===== src/rtl/alu_arbiter.sv =====
// alu_arbiter: sequencer and two-port round-robin arbiter for the shared ALU.
//
// Accepts operation requests from two requesters over valid/ready handshakes,
// registers the winner's operands, holds them on the external combinational
// ALU for SETTLE cycles, captures the result and returns it to the granted
// requester over a response handshake.
//
// Ports:
//   clk, rst_n                   clock, asynchronous active-low reset
//   req_valid / req_ready [1:0]  per-requester request handshake
//   req_a, req_b                 operands, packed {req1, req0}
//   req_select                   4-bit ALU select per requester, {req1, req0}
//   req_mode, req_carry_in       ALU mode (1 = logic) and carry-in per requester
//   rsp_valid / rsp_ready [1:0]  per-requester response handshake
//   rsp_data, rsp_carry          captured ALU result, shared by both requesters
//   alu_in_a, alu_in_b, alu_select, alu_mode, alu_carry_in
//                                operands driven to the ALU (registered)
//   alu_out, alu_carry_out       ALU result inputs
//   busy                         high whenever the sequencer is not idle
module alu_arbiter #(
   parameter int unsigned WIDTH  = 16,
   parameter int unsigned SETTLE = 1
) (
   input  logic               clk,
   input  logic               rst_n,
   input  logic [1:0]         req_valid,
   output logic [1:0]         req_ready,
   input  logic [2*WIDTH-1:0] req_a,
   input  logic [2*WIDTH-1:0] req_b,
   input  logic [7:0]         req_select,
   input  logic [1:0]         req_mode,
   input  logic [1:0]         req_carry_in,
   output logic [1:0]         rsp_valid,
   input  logic [1:0]         rsp_ready,
   output logic [WIDTH-1:0]   rsp_data,
   output logic               rsp_carry,
   output logic [WIDTH-1:0]   alu_in_a,
   output logic [WIDTH-1:0]   alu_in_b,
   output logic [3:0]         alu_select,
   output logic               alu_mode,
   output logic               alu_carry_in,
   input  logic [WIDTH-1:0]   alu_out,
   input  logic               alu_carry_out,
   output logic               busy
);

   localparam int unsigned SEL_W = 4;
   localparam int unsigned CNT_W = 3;

   typedef enum logic [1:0] {
      IDLE = 2'd0,
      EXEC = 2'd1,
      RESP = 2'd2
   } state_t;

   // One ALU operation as latched from the winning requester
   typedef struct packed {
      logic [WIDTH-1:0] a;
      logic [WIDTH-1:0] b;
      logic [SEL_W-1:0] sel;
      logic             mode;
      logic             cin;
   } op_t;

   state_t           state_q;
   state_t           state_d;
   logic             ptr_q;
   logic             gnt_q;
   logic [CNT_W-1:0] cnt_q;
   op_t              op_q;
   logic [WIDTH-1:0] rsp_data_q;
   logic             rsp_carry_q;
   logic [1:0]       rsp_valid_q;
   logic             busy_q;

   logic             gnt_c;
   op_t              op_sel_c;
   logic             grant_c;
   logic             settle_done_c;
   logic             rsp_hs_c;

   // Winner selection: pointer holder on contention, otherwise the lone requester
   always_comb begin
      gnt_c = 1'b0;
      if (req_valid == 2'b11) begin
         gnt_c = ptr_q;
      end else begin
         gnt_c = req_valid[1];
      end
   end

   // Operand mux from the winning requester's lanes
   always_comb begin
      op_sel_c = '0;
      if (gnt_c) begin
         op_sel_c.a    = req_a[2*WIDTH-1:WIDTH];
         op_sel_c.b    = req_b[2*WIDTH-1:WIDTH];
         op_sel_c.sel  = req_select[2*SEL_W-1:SEL_W];
         op_sel_c.mode = req_mode[1];
         op_sel_c.cin  = req_carry_in[1];
      end else begin
         op_sel_c.a    = req_a[WIDTH-1:0];
         op_sel_c.b    = req_b[WIDTH-1:0];
         op_sel_c.sel  = req_select[SEL_W-1:0];
         op_sel_c.mode = req_mode[0];
         op_sel_c.cin  = req_carry_in[0];
      end
   end

   assign grant_c       = (state_q == IDLE) && (|req_valid);
   // Counter was cleared on grant, so SETTLE-1 marks the last EXEC cycle
   assign settle_done_c = (state_q == EXEC) && (cnt_q == CNT_W'(SETTLE - 1));
   assign rsp_hs_c      = (state_q == RESP) && rsp_ready[gnt_q];

   // State register
   always_ff @(posedge clk or negedge rst_n) begin
      if (!rst_n) begin
         state_q <= IDLE;
      end else begin
         state_q <= state_d;
      end
   end

   // Next-state and request-accept decode; req_ready answers in the request cycle
   always_comb begin
      state_d   = state_q;
      req_ready = 2'b00;
      case (state_q)
         IDLE: begin
            if (|req_valid) begin
               req_ready = gnt_c ? 2'b10 : 2'b01;
               state_d   = EXEC;
            end
         end
         EXEC: begin
            if (settle_done_c) begin
               state_d = RESP;
            end
         end
         RESP: begin
            if (rsp_ready[gnt_q]) begin
               state_d = IDLE;
            end
         end
         default: begin
            state_d = IDLE;
         end
      endcase
   end

   // Operand registers, grant owner and settle counter
   always_ff @(posedge clk or negedge rst_n) begin
      if (!rst_n) begin
         op_q  <= '0;
         gnt_q <= 1'b0;
         cnt_q <= '0;
      end else if (grant_c) begin
         op_q  <= op_sel_c;
         gnt_q <= gnt_c;
         cnt_q <= '0;
      end else if (state_q == EXEC) begin
         cnt_q <= cnt_q + CNT_W'(1);
      end
   end

   // Result capture at the end of the settle window; held through RESP and beyond
   always_ff @(posedge clk or negedge rst_n) begin
      if (!rst_n) begin
         rsp_data_q  <= '0;
         rsp_carry_q <= 1'b0;
      end else if (settle_done_c) begin
         rsp_data_q  <= alu_out;
         rsp_carry_q <= alu_carry_out;
      end
   end

   // Response valid, busy flag and round-robin pointer
   always_ff @(posedge clk or negedge rst_n) begin
      if (!rst_n) begin
         rsp_valid_q <= 2'b00;
         busy_q      <= 1'b0;
         ptr_q       <= 1'b0;
      end else begin
         if (grant_c) begin
            busy_q <= 1'b1;
         end
         if (settle_done_c) begin
            rsp_valid_q <= gnt_q ? 2'b10 : 2'b01;
         end
         if (rsp_hs_c) begin
            rsp_valid_q <= 2'b00;
            busy_q      <= 1'b0;
            ptr_q       <= ~gnt_q;
         end
      end
   end

   assign rsp_valid    = rsp_valid_q;
   assign rsp_data     = rsp_data_q;
   assign rsp_carry    = rsp_carry_q;
   assign busy         = busy_q;
   assign alu_in_a     = op_q.a;
   assign alu_in_b     = op_q.b;
   assign alu_select   = op_q.sel;
   assign alu_mode     = op_q.mode;
   assign alu_carry_in = op_q.cin;

endmodule


===== config.mk =====
export PLATFORM = sky130hd
export DESIGN_NAME = alu_arbiter
export DESIGN_NICKNAME = d
export VERILOG_FILES = /design/src/rtl/alu_arbiter.sv
export SDC_FILE = /design/constraint.sdc
export NUM_CORES = 1
export LEC_CHECK = 0
export ABC_AREA = 1
export BUFFER_PORTS_ARGS = -buffer_cell sky130_fd_sc_hd__buf_2
export CORE_ASPECT_RATIO = 0.9
export CORE_MARGIN = 5
export CORE_UTILIZATION = 44
export DETAILED_ROUTE_END_ITERATION = 10
export MAX_ROUTING_LAYER = met4
export PLACE_DENSITY = 0.79
export SYNTH_ARGS = -nofsm -noshare
export SYNTH_HDL_FRONTEND = slang
export SYNTH_SLANG_ARGS = --single-unit

===== constraint.sdc =====
create_clock -name clk -period 2 [get_ports clk]
set_clock_uncertainty 0.05 [all_clocks]
set_input_delay 0.4 -clock clk [delete_from_list [all_inputs] [get_ports clk]]
set_output_delay 0.4 -clock clk [all_outputs]
set_load 0.1 [all_outputs]

==> metrics <==
Tmin final=roughly 1.8 ns; final net count=roughly 700; average cell area after synthesis=7.49 sq um; CP delay by family, top=simple AND/OR/NAND/NOR gates; number of filler cells placed in the layout=~660; post-synthesis cell area=~0.0033 sq mm; register area share after synthesis=0.499; vias per inst=~4.8; count of nets left with antenna violations after detail routing=0; category of the worst setup path capture point=primary output; Req. time, crit path=about 1.6 ns; Synthesized Nets=536; detailed placer's ending HPWL=between 6 and 7 mm; final weighted congestion of routability-driven global placement=a little under 0.9; final setup violation count=0; CP Cell Sequence=inv_1, nand2_1, nand2_1, nor2_4, buf_12; synthesized instance count=435; arrival time at the worst endpoint=1.39 ns; post-placement setup slack=about 0.4 ns; number of distinct library cells after synthesis=22; Peak Freq=544 MHz; Tightest Pin Transition=0.503 ns; number of levels in the clock H-tree=3; initial cell density of the core=0.456; wire length per cell=12.7 um; antenna cells=0; number of failing hold endpoints at the final stage=0; hold-fix buffer count after cts=1; critical setup path kind=reg -> out; fin crit share=0.919; nature of the critical path startpoint=flip-flop; combined global-route utilization of all metal layers=0.201; end-of-flow core utilization=0.614; synth-to-layout area growth=34.7%; crit path setup slack, layout=approximately 0.16 ns; Max stage delay on crit path=between 0.4 and 0.5 ns; first-pass GRT wire length=14.8 mm; placeable core area=0.00715 sq mm; floorplan die height=between 90 and 100 um; clock root buffer master=sky130_fd_sc_hd__clkbuf_8; number of buffers and inverters on the critical path=2; number of setup buffers added after CTS=0; cell type with the largest total area after synthesis=sky130_fd_sc_hd__dfrtp_1; total length of routed wires=8.79 mm; Buffers on Ports=about 160; summed negative setup slack over all endpoints=0 ns; router iterations before antenna repair=4; main area contributors after synthesis=sky130_fd_sc_hd__dfrtp_1, sky130_fd_sc_hd__nand2_1, sky130_fd_sc_hd__nand3_1; maximum number of pins on one net before global-route repair=39; count of pins on the block boundary=159; worst-skew pair later-pin latency=approximately 0.32 ns; commonest cells after routing, fill and taps aside=sky130_fd_sc_hd__nand2_1, sky130_fd_sc_hd__buf_2, sky130_fd_sc_hd__nand3_1; area of the die=around 0.0092 sq mm; antenna violations before repair=0; status=complete, no violations; setup repair after global routing missed its margin=false; Tightest Hold Check Type=in -> reg; top fanout value on the critical path=4; number of buffers added by the clock tree synthesis step=9; Syn. warnings=0; number of DRC violations after detailed routing=0; starting DRC count in detailed routing=between 100 and 150; most frequent cell on the critical path=sky130_fd_sc_hd__nand2_1; via total after detailed routing=about 3,300; Synth Register Bits=65; Clock transition at path regs=~0.070 ns; headroom to the max-slew limit=0.667; die width=around 100 um; top-area cell type share of the netlist area=0.499; number of global-route vias before repair=3,345; number of max-cap violations=0; leading cell type in the layout, fill and taps excluded=sky130_fd_sc_hd__nand2_1; CTS tree=yes; largest buffer count on any clock path=2; Worst path slowest cell=sky130_fd_sc_hd__dfrtp_1; number of slew-limit violations in the final report=0; number of non-filler instances in the completed layout=691; ratio of cells with drive above 1 in the final layout=0.326; Resized Gates After CTS=0; total instance count after detailed placement=675; num rows=29; clock tree sinks=65; Overflow after GRT=0
## logic make-up after synthesis
logic type	share of synthesized area
DFF	0.499
AOI/OAI and AO/OA	0.0146
adders and majority gates	0.00768
buffers and inverters	0.121
and+or+nand+nor	0.358
## worst paths after layout
kind	from	end	slack, ns	cells past startpoint
max	ptr_q	req_ready[1]	0.16	5
min	alu_out[2]	rsp_data[2]	0.22	3
max reg2reg	ptr_q	alu_in_b[13]	0.48	7
min reg2reg	rsp_data[2]	rsp_data[2]	0.42	2
max in group asynchronous	rst_n	rsp_data[8]	0.88	3
min in group asynchronous	rst_n	alu_in_b[0]	0.48	2
## final cells by class
type	instances	area, sq um	area share
well taps	93	116	0.0265
clock inverters	3	40.0	0.00912
repair buffers	170	926	0.211
flip-flops and latches	65	1630	0.371
multi-input cells	279	1270	0.288
inverters	69	259	0.0590
clock buffers	12	155	0.0353
## synth_stat cells
library cell,n
sky130_fd_sc_hd__nand2_1,167
sky130_fd_sc_hd__nand3_1,79
sky130_fd_sc_hd__inv_1,67
sky130_fd_sc_hd__dfrtp_1,65
sky130_fd_sc_hd__buf_2,11
sky130_fd_sc_hd__nand4_1,9
sky130_fd_sc_hd__nor2_1,7
sky130_fd_sc_hd__buf_4,4
sky130_fd_sc_hd__clkbuf_1,4
sky130_fd_sc_hd__buf_6,3
sky130_fd_sc_hd__nor2_4,3
sky130_fd_sc_hd__o21ai_0,3
sky130_fd_sc_hd__ha_1,2
sky130_fd_sc_hd__inv_2,2
sky130_fd_sc_hd__o21ai_1,2
sky130_fd_sc_hd__a21oi_1,1
sky130_fd_sc_hd__a21oi_2,1
sky130_fd_sc_hd__nand2_2,1
sky130_fd_sc_hd__nand2_4,1
sky130_fd_sc_hd__nor2_2,1
sky130_fd_sc_hd__nor3_1,1
sky130_fd_sc_hd__o21ai_2,1
## state kept, by name (all words and copies together), names as in the netlist, 2 cells and up
signal,cells
alu_in_b,16
rsp_data,16
rsp_valid,2
cnt_q,3
state_q,2
alu_select,4
alu_in_a,16
## per-layer routing
metal / track usage / wire, um / share of wire
met1: 0.242 / 3660 / 0.42
met2: 0.329 / 4270 / 0.49
met3: 0.0410 / 779 / 0.089
met4: 0.0786 / 76 / 0.0086
met5: - / 0 / 0
## worst min-delay path, cell delays in order
cell and delay (ns):
sky130_fd_sc_hd__buf_2 0.07, sky130_fd_sc_hd__nand2_1 0.04, sky130_fd_sc_hd__nand2_1 0.05
## stage by stage
stage | instance area, sq um | hold WS [ns]
after floorplan | 3280 | 0.0544
after global placement | 4180 | 0.291
after detailed placement | 4180 | 0.286
after CTS | 4390 | 0.201
after global routing | 4390 | 0.210
final | 4390 | 0.225
Power is left out: the tool's default activity adds up to more than one toggle a clock period on the data nets, which glitch-free logic cannot reach.
